File: src/rtl/ahbl_arbiter2.sv
// Two-master AHB-lite arbiter in front of a single slave port. A master that loses
// arbitration has its address phase parked in a per-master pending register and replayed later.
module ahbl_arbiter2 #(
  parameter int ARB_MODE = 0
) (
  input  logic        HCLK,
  input  logic        HRESETn,
  input  logic [31:0] M0_HADDR,
  input  logic [1:0]  M0_HTRANS,
  input  logic        M0_HWRITE,
  input  logic [2:0]  M0_HSIZE,
  input  logic [31:0] M0_HWDATA,
  output logic        M0_HREADY,
  output logic [31:0] M0_HRDATA,
  input  logic [31:0] M1_HADDR,
  input  logic [1:0]  M1_HTRANS,
  input  logic        M1_HWRITE,
  input  logic [2:0]  M1_HSIZE,
  input  logic [31:0] M1_HWDATA,
  output logic        M1_HREADY,
  output logic [31:0] M1_HRDATA,
  output logic [31:0] S_HADDR,
  output logic [1:0]  S_HTRANS,
  output logic        S_HWRITE,
  output logic [2:0]  S_HSIZE,
  output logic [31:0] S_HWDATA,
  output logic        S_HREADY,
  input  logic        S_HREADYOUT,
  input  logic [31:0] S_HRDATA
);
  localparam int NM = 2;

  typedef struct packed {
    logic [31:0] addr;
    logic [1:0]  trans;
    logic        write;
    logic [2:0]  size;
  } ap_t;

  typedef enum logic [1:0] {OWN_NONE = 2'd0, OWN_M0 = 2'd1, OWN_M1 = 2'd2} own_e;

  ap_t  [NM-1:0] ap_live, ap_pend;
  logic [NM-1:0] pend, req, hready;
  own_e          arb, grant, grant_q, downer;
  logic          last_m1;
  logic          gsel;
  ap_t           s_ap;

  assign ap_live[0] = {M0_HADDR, M0_HTRANS, M0_HWRITE, M0_HSIZE};
  assign ap_live[1] = {M1_HADDR, M1_HTRANS, M1_HWRITE, M1_HSIZE};

  // SEQ beats lock the bus to the current grantee so bursts are never interleaved.
  always_comb begin
    arb = OWN_NONE;
    if (grant_q == OWN_M0 && !pend[0] && ap_live[0].trans == 2'b11)
      arb = OWN_M0;
    else if (grant_q == OWN_M1 && !pend[1] && ap_live[1].trans == 2'b11)
      arb = OWN_M1;
    else if (ARB_MODE == 1) begin
      if (req[1])      arb = OWN_M1;
      else if (req[0]) arb = OWN_M0;
    end else if (req[0] && req[1])
      arb = last_m1 ? OWN_M0 : OWN_M1;
    else if (req[0])
      arb = OWN_M0;
    else if (req[1])
      arb = OWN_M1;
  end

  // Re-arbitrate only in cycles where the slave accepts; during a wait state the grant is frozen.
  assign grant = !HRESETn ? OWN_NONE : (S_HREADYOUT ? arb : grant_q);

  for (genvar g = 0; g < NM; g++) begin : g_port
    localparam own_e ME = (g == 0) ? OWN_M0 : OWN_M1;
    logic granted, owner, pend_r;
    ap_t  ap_r;

    assign granted   = (grant == ME);
    assign owner     = (downer == ME);
    assign req[g]    = pend_r | ap_live[g].trans[1];
    assign hready[g] = owner ? S_HREADYOUT : (pend_r ? 1'b0 : (granted ? S_HREADYOUT : 1'b1));
    assign pend[g]   = pend_r;
    assign ap_pend[g] = ap_r;

    always_ff @(posedge HCLK or negedge HRESETn) begin
      if (!HRESETn) begin
        pend_r <= 1'b0;
        ap_r   <= '0;
      end else if (!granted && !pend_r && ap_live[g].trans[1] && hready[g]) begin
        pend_r <= 1'b1;
        ap_r   <= ap_live[g];
      end else if (granted && pend_r && S_HREADYOUT) begin
        pend_r <= 1'b0;
      end
    end
  end

  assign gsel = (grant == OWN_M1);

  // A replayed transfer starts a new sequence on the slave, so it always goes out as NONSEQ.
  always_comb begin
    s_ap = '0;
    if (grant != OWN_NONE) begin
      s_ap = pend[gsel] ? ap_pend[gsel] : ap_live[gsel];
      if (pend[gsel]) s_ap.trans = 2'b10;
    end
  end

  assign S_HADDR  = s_ap.addr;
  assign S_HTRANS = s_ap.trans;
  assign S_HWRITE = s_ap.write;
  assign S_HSIZE  = s_ap.size;

  always_ff @(posedge HCLK or negedge HRESETn) begin
    if (!HRESETn) begin
      grant_q <= OWN_NONE;
      downer  <= OWN_NONE;
      last_m1 <= 1'b1;
    end else if (S_HREADYOUT) begin
      grant_q <= grant;
      if (s_ap.trans[1]) begin
        downer  <= grant;
        last_m1 <= (grant == OWN_M1);
      end else begin
        downer  <= OWN_NONE;
      end
    end
  end

  always_comb begin
    S_HWDATA = '0;
    case (downer)
      OWN_M0:  S_HWDATA = M0_HWDATA;
      OWN_M1:  S_HWDATA = M1_HWDATA;
      default: S_HWDATA = '0;
    endcase
  end

  assign M0_HREADY = hready[0];
  assign M1_HREADY = hready[1];
  assign M0_HRDATA = S_HRDATA;
  assign M1_HRDATA = S_HRDATA;
  assign S_HREADY  = S_HREADYOUT;

endmodule

File: config.mk
export PLATFORM = sky130hd
export DESIGN_NAME = ahbl_arbiter2
export DESIGN_NICKNAME = d
export VERILOG_FILES = /design/src/rtl/ahbl_arbiter2.sv
export SDC_FILE = /design/constraint.sdc
export NUM_CORES = 1
export LEC_CHECK = 0
export BUFFER_PORTS_ARGS = -buffer_cell sky130_fd_sc_hd__buf_2
export CORE_AREA = 4 4 119 121
export CTS_CLUSTER_SIZE = 25
export DETAILED_ROUTE_END_ITERATION = 12
export DIE_AREA = 0 0 123 125
export HOLD_SLACK_MARGIN = 0.06
export PLACE_DENSITY = 0.73
export RECOVER_POWER = 100
export SYNTH_ARGS = -nofsm -noshare
export SYNTH_HDL_FRONTEND = slang
export SYNTH_SLANG_ARGS = --single-unit
File: constraint.sdc
create_clock -name HCLK -period 3.7 [get_ports HCLK]
set_clock_uncertainty 0.1 [all_clocks]
set_input_delay 0.555 -clock HCLK [delete_from_list [all_inputs] [get_ports HCLK]]
set_output_delay 0.555 -clock HCLK [all_outputs]
set_load 0.01 [all_outputs]
# After elaboration in Yosys (flattened, before gate mapping)
# Cells that the tools add are included.
# word_totals
register_bits,83
# op_classes
order_cmp,1
n_eq_ne,8
n_mux,29
n_bitwise,2
n_reduce_logical,23
# ops
operator,count
$mux 38,6
$pmux 32 s2,1
$mux 2,10
$logic_and 1x1->1,15
$mux 1,12
$eq 2x2->1 const B,5
$eq 2x1->1 const B,3
$reduce_bool 2->1,3
$logic_not 1->1,4
$lt 1x2->1 const B,1
$or 1x1->1,2
$reduce_and 2->1,1

# Longest topological paths before layout
# Gate-level depths: netlist of the first run.
# logic_depth
ltp_word,15
ltp_mapped,8
depth_no_buf,5

# Worst setup path before layout of the first run
# OpenSTA, ideal clock, no wires.
# synth_path
path_kind,register -> output
start,register g_port[1].pend_r
end,output port S_HADDR[13]
arrival_time_ps,2074
t_required_ps,3045
slack_ps,971
stages_incl_launch_ff,9
n_path_buf,3
cell_sequence,dfrtp_1 buf_2 and4bb_1 a211oi_1 o221a_2 or3_1 buf_2 buf_2 o22ai_1
# synth_between
elab_chain_len,13
word_cells_on_any_way,22
classes_between,1 x eq/ne; 15 x mux; 1 x bitwise; 5 x reduce/logical
# synth_lines
item,line_no,source
"start, declared",75,"logic granted, owner, pend_r;"
"start signal, assigned",87,pend_r <= 1'b0;
"start signal, assigned",90,pend_r <= 1'b1;
"start signal, assigned",93,pend_r <= 1'b0;
$or 1x1->1,80,assign req[g] = pend_r | ap_live[g].trans[1];
$mux 2,66,else if (req[1])
$mux 2,64,else if (req[0])
$mux 2,62,end else if (req[0] && req[1])
$mux 2,57,else if (grant_q == OWN_M1 && !pend[1] && ap_live[1].trans == 2'b11)
$mux 2,55,if (grant_q == OWN_M0 && !pend[0] && ap_live[0].trans == 2'b11)
$mux 2 (2 in series),71,assign grant = !HRESETn ? OWN_NONE : (S_HREADYOUT ? arb : grant_q);
$eq 2x2->1,98,assign gsel = (grant == OWN_M1);
$mux 38 (implied by the code) or $mux 1 (tied branches) (2 in series),104,s_ap = pend[gsel] ? ap_pend[gsel] : ap_live[gsel];
$mux 38,104,
$mux 38 (*),103,if (grant != OWN_NONE) begin
"end, declared",22,"output logic [31:0] S_HADDR,"
# Mark *: on every way between the ends. The rest lies on a longest branch, timed or not. The select of a mux whose other input is x is not followed.

# Worst setup path after layout of the first run
# layout_path
start,input port S_HREADYOUT
end,output port S_HADDR[1]
# layout_between
elab_chain_len,7
word_cells_on_any_way,12
classes_between,1 x eq/ne; 10 x mux; 1 x reduce/logical
# layout_lines
item,line_no,source
"start, declared",28,"input logic S_HREADYOUT,"
$mux 2 (*) (2 in series),71,
$eq 2x2->1,98,
$mux 38 (implied by the code) or $mux 1 (tied branches) (2 in series),104,
$mux 38,104,
$mux 38 (*),103,
# Marks and branches as above.

==> flow_metrics.env, run 1 <==
export IMPL_report_final_slew_viol_count=0
export IMPL_area_growth_pct=17.8
export IMPL_rsz0062_at_grt="no"
export IMPL_multiInputGateArea_um2=2430
export IMPL_hold_end="ap_pend[68]$_DFFE_PN0P_"
export IMPL_ctsRootBufferMaster="clkbuf_16"
export IMPL_cts_setup_buffers=0
export IMPL_num_rows=42
export IMPL_layout_worst_path_cycle_share_pct=94.7
export IMPL_hold_path_class="in -> reg"
export IMPL_clk_latency_ps=330
export IMPL_htreeDepth=3
export IMPL_power_density_nw_per_um2=757
export IMPL_ys_warn_count=0
export IMPL_port_buffers=215
export IMPL_initial_core_util_pct=38.9
export IMPL_leakagePower_nw=2.83
export IMPL_layout_drive_gt1_share_pct=35.8
export IMPL_yosysUniqueCellTypes=37
export IMPL_ir_drop_mv=0.361
export IMPL_synth_edf_count=0
export IMPL_fin_nets=786
export IMPL_die_height_um=125
export IMPL_critPathArrivalTime_ps=2850
export IMPL_ys_flop_type="dfrtp_1"
export IMPL_holdPathStages=2
export IMPL_relSlewSlack_pct=25.8
export IMPL_syn_nets=651
export IMPL_drtIter0Drc=313
export IMPL_ys_ff_latch=79
export IMPL_wirelength_mm=17.6
export IMPL_critPathMaxFanout=39
export IMPL_rr_worst_depth=6
export IMPL_die_w_um=123
export IMPL_cts_repair_resized=0
export IMPL_path_clk_slew_ps=60
export IMPL_routedWlPerCell_um=22.3
export IMPL_fin_setup_tns_ps=0
export IMPL_grt_pass1_wl_mm=26.0
export IMPL_syn_area_um2=5090
export IMPL_cts_sinks=79
export IMPL_core_um2=13100
export IMPL_syn_instance_count=474
export IMPL_dp_hpwl_mm=14.1
export IMPL_cp_common_cell="clkbuf_1"
export IMPL_fmax_mhz=285
export IMPL_design_die_area_um2=15400
export IMPL_cts_hold_buf=0
export IMPL_synth_async_reset_ratio_pct=100
export IMPL_holdWs_ps=341
export IMPL_clockBufferDepth=2
export IMPL_min_delay_start="M1_HADDR[24]"
export IMPL_critPathMaxStageDelay_ps=480
export IMPL_grt_pass1_vias=4415
export IMPL_seq_area_um2=1980
export IMPL_setup_viol=0
export IMPL_maxCapViolations=0
export IMPL_final_util_pct=45.9
export IMPL_timing_rr_end="ap_pend[36]$_DFFE_PN0P_"
export IMPL_r2r_setup_slack_ps=340
export IMPL_drc_errors=0
export IMPL_n_fill_cell=1270
export IMPL_antenna_found_initial=0
export IMPL_track_usage_pct=22.3
export IMPL_worst_slew_pin_slew_ps=1110
export IMPL_hold_viol_final=0
export IMPL_n_antenna_cell=0
export IMPL_ys_seq_area_share_pct=38.8
export IMPL_worst_ep_required_time_ps=3040
export IMPL_gr_total_overflow=0
export IMPL_path_cells="clkbuf_1 -> o21ai_0 -> o221a_2 -> or3_1 -> buf_4 -> o22ai_1 -> clkbuf_1"
export IMPL_gp_congestion=0.992
export IMPL_crit_start="S_HREADYOUT"
export IMPL_grt_max_degree=46
export IMPL_via_count=4357
export IMPL_critPathLaunchType="input port"
export IMPL_antenna_left=0
export IMPL_num_io_pins=312
export IMPL_crit_type="in -> out"
export IMPL_cts_tree="done"
export IMPL_r2r_start="g_port[0].pend_r$_DFFE_PN0P_"
export IMPL_end_kind="primary output"
export IMPL_vias_per_cell=5.52
export IMPL_min_period_ps=3500
export IMPL_syn_avg_cell_area_um2=10.7
export IMPL_numCtsBuffers=9
export IMPL_timing_critical_path_slowest_stage_cell="clkbuf_1"
export IMPL_first_pass_iters=5
export IMPL_outcome="completed"
-- sequential cells by signal (all words and copies together), names as in the netlist --
| signal | count |
|---|---|
| ap_pend | 72 |
| downer | 2 |
| g_port.pend_r | 2 |
| grant_q | 2 |
| last_m1 | 1 |
-- worst max path at each step --
stage                        endpoint  slack (ps)  depth (start not counted)
after global routing       S_HADDR[2]          60                          6
after global placement     S_HADDR[2]         570                          8
after floorplan           S_HADDR[13]         970                          8
after detailed placement   S_HADDR[1]         470                          8
after CTS                  S_HADDR[1]         240                          7
final                      S_HADDR[1]         200                          7
-- power breakdown --
group          switching, mW  total [mW]  internal [mW]
logic                   1.12        2.13           1.01
clock network          0.341       0.833          0.492
registers              0.269        1.57           1.30
total                   1.73        4.54           2.81
-- synth_stat cells, types with 2 or more instances --
master	count	area share, %
dfrtp_1	78	38
mux2i_1	72	14
buf_4	68	10
mux2_2	43	9.5
o22ai_1	37	4.5
nor2_1	36	2.7
a22oi_1	32	4.7
mux2_1	29	6.4
clkbuf_1	25	1.8
inv_1	7	0.52
nand2_1	5	0.37
o21ai_0	5	0.49
buf_2	4	0.39
a21oi_1	3	0.29
buf_6	3	0.66
nand2b_1	3	0.37
o21a_1	3	0.44
ha_1	2	0.49
-- final cells by class --
type	instances	area share [%]
multi-input cells	287	40.6
flip-flops and latches	79	33.0
repair buffers	225	17.6
clock buffers	12	4.27
well taps	176	3.67
clock inverters	4	0.500
inverters	7	0.438
-- critical path: cells and delay by family --
family / cells / cell delay (ps)
AOI/OAI and AO/OA: 3 / 1000
and+or+nand+nor: 1 / 340
buffers and inverters: 3 / 920
-- metrics by stage --
stage	power [mW]	setup WS (ps)	instances	instance area [µm²]
after CTS	4.65	238	790	6120
final	4.54	197	790	6000
after detailed placement	3.80	473	774	5830
after global routing	4.87	58.1	790	6000
after floorplan	3.17	971	474	5090
after global placement	3.70	574	774	5830
-- cell families (layout without fill, tap and decap cells) --
kind of cell	count (synthesis)	count (layout)	share of synthesized area, %
buffers and inverters	108	248	13.5
and+or+nand+nor	49	49	4.20
adders and majority gates	2	2	0.491
AOI/OAI and AO/OA	92	92	12.9
DFF	79	79	38.8
muxes	144	144	30.1
-- placed cells by master (no fill, tap or decap), types with 2 or more instances in the layout --
cell,instances
dfrtp_1,76
a21oi_1,3
clkinv_4,2
nand2_1,5
mux2_2,43
mux2_1,29
clkbuf_16,9
o21ai_0,5
nor2_1,36
clkbuf_1,71
buf_4,6
clkbuf_8,2
o22ai_1,37
inv_1,7
dfrtp_2,2
o21a_1,3
clkbuf_2,5
buf_2,144
mux2i_1,72
a22oi_1,32
ha_1,2
nand2b_1,3
-- layer usage --
layer	global-route usage [%]	up-vias	part of all wire [%]
met5	0	-	0
met4	4.63	0	1.2
met3	8.27	21	12
met2	37.3	269	50
met1	27.7	2138	37
li1	-	1929	-
(Power assumes the default switching activity.)
==> run 2: changes to the inputs <==
- PLACE_DENSITY: 0.73 -> 0.75
- clock period: 3.7 -> 4.3 ns (I/O delays scaled with it)
==> run 2 against run 1 <==
The flow now finishes with violations (max-capacitance violations, max-slew violations). Combinational power down 14%. Register-to-register slack better by 240 ps. Wire length down 4.3%. First-iteration DRC count down 23%. Critical path depth unchanged. Via count down 1.5%. Largest cell class unchanged.
==> flow_metrics.env, run 2 (synthesized netlist as in run 1, its figures left out) <==
export IMPL_final_common_cell="buf_2"
export IMPL_rsz0062_at_grt="no"
export IMPL_largest_register_ffs=72
export IMPL_crit_end="M1_HREADY"
export IMPL_timing_rr_end="ap_pend[55]$_DFFE_PN0P_"
export IMPL_critPathLaunchType="flip-flop"
export IMPL_critPathArrivalTime_ps=3090
export IMPL_antenna_found_initial=1
export IMPL_crit_start="g_port[0].pend_r$_DFFE_PN0P_"
export IMPL_path_clk_slew_ps=60
export IMPL_drc_errors=0
export IMPL_cts_setup_buffers=0
export IMPL_die_height_um=125
export IMPL_outcome="complete, but fails checks"
export IMPL_r2r_setup_slack_ps=580
export IMPL_instances_no_fill=789
export IMPL_p_int_mw=2.58
export IMPL_setup_viol=0
export IMPL_end_kind="primary output"
export IMPL_port_buffers=215
export IMPL_htreeDepth=3
export IMPL_cts_sinks=79
export IMPL_grt_max_degree=51
export IMPL_gr_total_overflow=0
export IMPL_relSlewSlack_pct=-76.3
export IMPL_critPathMaxFanout=23
export IMPL_dp_cells=774
export IMPL_design_die_area_um2=15400
export IMPL_vias_per_cell=5.44
export IMPL_cts_hold_buf=0
export IMPL_r2r_start="g_port[0].pend_r$_DFFE_PN0P_"
export IMPL_numCtsBuffers=9
export IMPL_hold_path_class="in -> async"
export IMPL_wirelength_mm=16.9
export IMPL_swShare_pct=36.5
export IMPL_gp_congestion=0.970
export IMPL_maxCapViolations=2
export IMPL_grt_pass1_wl_mm=24.9
export IMPL_report_final_slew_viol_count=68
export IMPL_area_growth_pct=19.2
export IMPL_leakagePower_nw=2.85
export IMPL_violations="max-capacitance violations, max-slew violations"
export IMPL_fmax_mhz=260
export IMPL_num_io_pins=312
export IMPL_layout_drive_gt1_share_pct=35.5
export IMPL_grt_pass1_vias=4449
export IMPL_min_period_ps=3840
export IMPL_initial_core_util_pct=38.9
export IMPL_rr_worst_depth=7
export IMPL_final_cell_mix="buf_2 (144), dfrtp_1 (76), mux2i_1 (72), clkbuf_1 (72), mux2_2 (43)"
export IMPL_die_w_um=123
export IMPL_track_usage_pct=21.0
export IMPL_power_share_clock_pct=21.2
export IMPL_worst_slew_pin_slew_ps=2640
export IMPL_clockBufferDepth=2
export IMPL_fin_nets=786
export IMPL_sequentialPowerShare_pct=33.6
export IMPL_num_rows=42
export IMPL_pwr_share_comb_pct=45.3
export IMPL_cts_tree="done"
export IMPL_ir_drop_mv=0.334
export IMPL_crit_type="reg -> out"
export IMPL_power_density_nw_per_um2=668
export IMPL_clk_latency_ps=330
export IMPL_worst_ep_required_time_ps=3560
export IMPL_via_count=4291
export IMPL_layout_worst_path_cycle_share_pct=89.3
export IMPL_drtIter0Drc=241
export IMPL_dp_hpwl_mm=13.4
export IMPL_antenna_left=0
export IMPL_fin_setup_tns_ps=0
export IMPL_routedWlPerCell_um=21.4
export IMPL_first_pass_iters=5
export IMPL_core_um2=13100
export IMPL_hold_viol_final=0
export IMPL_cts_repair_resized=0
export IMPL_power_mw=4.06
export IMPL_ctsRootBufferMaster="clkbuf_16"
export IMPL_p_sw_mw=1.48
==> run 2: critical path: stages (launching register included) <==
cell      delay (ps)
dfrtp_2          710
nor2_1           140
a211oi_1         510
o221a_1          380
or3_1            160
clkbuf_2         440
o211a_1          240
clkbuf_1         180
==> run 2: worst min-delay path by stage <==
| stage | cells past startpoint | startpoint | slack [ps] | end |
|---|---|---|---|---|
| after CTS | 1 | HRESETn | 180 | ap_pend[34]$_DFFE_PN0P_ |
| after global placement | 1 | ap_pend[74]$_DFFE_PN0P_ | 370 | ap_pend[74]$_DFFE_PN0P_ |
| after floorplan | 0 | HRESETn | 250 | ap_pend[0]$_DFFE_PN0P_ |
| after detailed placement | 1 | ap_pend[54]$_DFFE_PN0P_ | 380 | ap_pend[54]$_DFFE_PN0P_ |
| after global routing | 1 | HRESETn | 190 | ap_pend[34]$_DFFE_PN0P_ |
| final | 1 | HRESETn | 170 | ap_pend[34]$_DFFE_PN0P_ |
==> run 2: cell type report <==
type / instances / area [µm²]
antenna: 1 / 2.50
clock inverter: 4 / 95.1
tap: 176 / 220
sequential: 79 / 1980
fill: 1264 / 7010
multi-input combinational: 287 / 2440
inverter: 7 / 26.3
timing repair buffer: 225 / 1070
clock buffer: 10 / 239
==> run 2: routing by layer <==
| layer | vias to the layer above | part of all wire (%) | global-route usage, % | wire length, µm |
|---|---|---|---|---|
| li1 | 1935 | - | - | - |
| met1 | 2098 | 38 | 25.4 | 6450 |
| met2 | 225 | 50 | 35.8 | 8520 |
| met3 | 33 | 8.7 | 5.87 | 1470 |
| met4 | 0 | 2.5 | 6.91 | 423 |
| met5 | - | 0 | 0 | 0 |
==> run 2: stage by stage <==
stage	utilization (%)	hold WS [ps]	setup slack [ps]	cell area [µm²]
6_report	46.4	173	461	6070
5_1_grt	46.4	194	301	6070
4_1_cts	47.2	183	666	6180
3_3_place_gp	44.7	373	1040	5840
2_1_floorplan	-	249	1390	5090
3_5_place_dp	44.7	381	906	5840
==> run 2: power groups by stage <==
stage               sequential [mW]  clock, mW  combinational [mW]
floorplan                      1.26          0                1.47
detailed placement             1.37          0                1.90
global placement               1.34          0                1.84
global route                   1.41      0.910                2.00
CTS                            1.36      0.878                1.91
finish                         1.36      0.858                1.84
==> run 3: changes to the inputs <==
- BUFFER_PORTS_ARGS: -buffer_cell sky130_fd_sc_hd__buf_2 -> unset
- DONT_BUFFER_PORTS: unset -> 1
- PLACE_DENSITY: 0.75 -> 0.55
==> run 3 against run 2 <==
Largest cell class unchanged. Count of clock-buffer cells in the layout rose by 2. Critical path type unchanged. The flow still finishes with violations (max-capacitance violations, max-slew violations). Combinational power fell by 11%. Maximum frequency rose by 1.2%. Critical path depth did not move. Sequential share of layout area rose by 6.4 points.
==> flow_metrics.env, run 3 (synthesized netlist as in run 1, its figures left out) <==
export IMPL_outcome="complete, but fails checks"
export IMPL_violations="max-capacitance violations, max-slew violations"
export IMPL_clk_latency_ps=330
export IMPL_routedWlPerCell_um=29.0
export IMPL_cts_sinks=79
export IMPL_grt_pass1_wl_mm=24.3
export IMPL_port_buffers=0
export IMPL_top_usage_layer="met2"
export IMPL_grt_pass1_vias=3684
export IMPL_cts_tree="done"
export IMPL_multiInputGateArea_um2=2430
export IMPL_power_share_clock_pct=21.9
export IMPL_worst_ep_required_time_ps=3560
export IMPL_ctsRootBufferMaster="clkbuf_16"
export IMPL_path_clk_slew_ps=60
export IMPL_fin_setup_tns_ps=0
export IMPL_path_cells="nand4bb_1 -> o21ai_0 -> o221a_1 -> or3_1 -> buf_12 -> o22ai_1 -> clkbuf_1"
export IMPL_layout_drive_gt1_share_pct=17.5
export IMPL_end_kind="primary output"
export IMPL_p_sw_mw=1.42
export IMPL_first_pass_iters=4
export IMPL_power_density_nw_per_um2=759
export IMPL_die_w_um=123
export IMPL_n_fill_cell=1273
export IMPL_drtIter0Drc=129
export IMPL_critPathArrivalTime_ps=3050
export IMPL_leakagePower_nw=2.19
export IMPL_core_um2=13100
export IMPL_num_rows=42
export IMPL_min_period_ps=3790
export IMPL_stdcell_area_um2=5070
export IMPL_final_common_cell="dfrtp_1"
export IMPL_relSlewSlack_pct=-34.6
export IMPL_swShare_pct=36.9
export IMPL_rsz0062_at_grt="no"
export IMPL_cts_hold_buf=1
export IMPL_initial_core_util_pct=38.9
export IMPL_maxCapViolations=1
export IMPL_die_height_um=125
export IMPL_wirelength_mm=16.7
export IMPL_use_met3_pct=13.8
export IMPL_clockBufferDepth=2
export IMPL_power_mw=3.85
export IMPL_postPlaceCellArea_um2=4770
export IMPL_critPathMaxFanout=31
export IMPL_num_io_pins=312
export IMPL_gp_congestion=0.837
export IMPL_pwr_share_comb_pct=42.4
export IMPL_met2_usage_pct=33.4
export IMPL_report_final_slew_viol_count=80
export IMPL_largest_register_ffs=72
export IMPL_critPathMaxStageDelay_ps=750
export IMPL_final_cell_mix="dfrtp_1 (76), mux2i_1 (72), mux2_2 (43)"
export IMPL_vias_per_cell=5.95
export IMPL_htreeDepth=3
export IMPL_setup_viol=0
export IMPL_track_usage_pct=21.4
export IMPL_timing_critical_path_slowest_stage_cell="dfrtp_2"
export IMPL_seq_area_um2=1980
export IMPL_grt_max_degree=80
export IMPL_antenna_found_initial=6
export IMPL_hold_viol_final=0
export IMPL_dp_hpwl_mm=13.4
export IMPL_crit_type="reg -> out"
export IMPL_gr_total_overflow=0
export IMPL_design_die_area_um2=15400
export IMPL_via_count=3435
export IMPL_ir_drop_mv=0.377
export IMPL_p_int_mw=2.43
export IMPL_antenna_left=0
export IMPL_pre_cts_ws_ps=900
export IMPL_fmax_mhz=264
export IMPL_worst_slew_pin_slew_ps=2020
export IMPL_hold_path_class="in -> reg"
export IMPL_sequentialPowerShare_pct=35.7
export IMPL_layout_worst_path_cycle_share_pct=88.2
export IMPL_final_util_pct=38.8
export IMPL_grt_use_met1_pct=24.9
export IMPL_area_growth_pct=-0.393
export IMPL_numCtsBuffers=9
export IMPL_cts_repair_resized=0
export IMPL_drc_errors=0
export IMPL_fin_nets=573
export IMPL_critPathLaunchType="flip-flop"
export IMPL_cts_setup_buffers=0
export IMPL_layout_setup_ws_ps=507
## run 3: cell types whose count changed in the layout (fill, tap and decap cells not counted), moves of 2 or more
| cell | change |
|---|---|
| clkbuf_8 | +2 |
| buf_2 | -144 |
| clkbuf_1 | -66 |
| buf_4 | -2 |
## run 3: cell type report
cell class                      instances  share of cell area (%)
Sequential cell                        79                    39.0
Antenna cell                            1                  0.0493
Timing Repair Buffer                   12                    1.53
Tap cell                              176                    4.34
Clock buffer                           12                    5.25
Multi-Input combinational cell        287                    48.0
Clock inverter                          3                    1.28
Inverter                                7                   0.518
## run 3: per-stage QoR
stage	hold slack (ps)	cells
global route	305	576
floorplan	249	474
finish	314	577
detailed placement	251	560
global placement	252	560
CTS	115	576
## run 3: power by group through the flow
stage / registers (mW) / logic, mW / clock network (mW)
after global routing: 1.43 / 1.79 / 0.897
after floorplan: 1.26 / 1.47 / 0
final: 1.38 / 1.63 / 0.843
after detailed placement: 1.39 / 1.65 / 0
after CTS: 1.38 / 1.67 / 0.862
after global placement: 1.36 / 1.62 / 0
## run 3: path summary, 6_finish.rpt
check	from	end	slack [ps]	cells after the start
worst max-delay path	g_port[0].pend_r$_DFFE_PN0P_	S_HADDR[31]	510	7
worst min-delay path	S_HREADYOUT	downer[0]$_DFFE_PN0P_	310	1
worst max register to register	g_port[0].pend_r$_DFFE_PN0P_	ap_pend[34]$_DFFE_PN0P_	740	6
worst min register to register	ap_pend[70]$_DFFE_PN0P_	ap_pend[70]$_DFFE_PN0P_	390	1
max in group asynchronous	HRESETn	g_port[0].pend_r$_DFFE_PN0P_	1960	1
min in group asynchronous	HRESETn	ap_pend[72]$_DFFE_PN0P_	760	1
## run 3: critical path: cells and delay by family, from the launching register on
family / cells / cell delay (ps)
AOI/OAI and AO/OA: 3 / 750
buffers and inverters: 2 / 430
DFF: 1 / 750
and+or+nand+nor: 2 / 780
## run 3: metal layers
metal / vias to the layer above / wire, µm
met2: 182 / 7740
li1: 1503 / -
met3: 21 / 2460
met1: 1717 / 6300
met5: - / 123
met4: 12 / 97
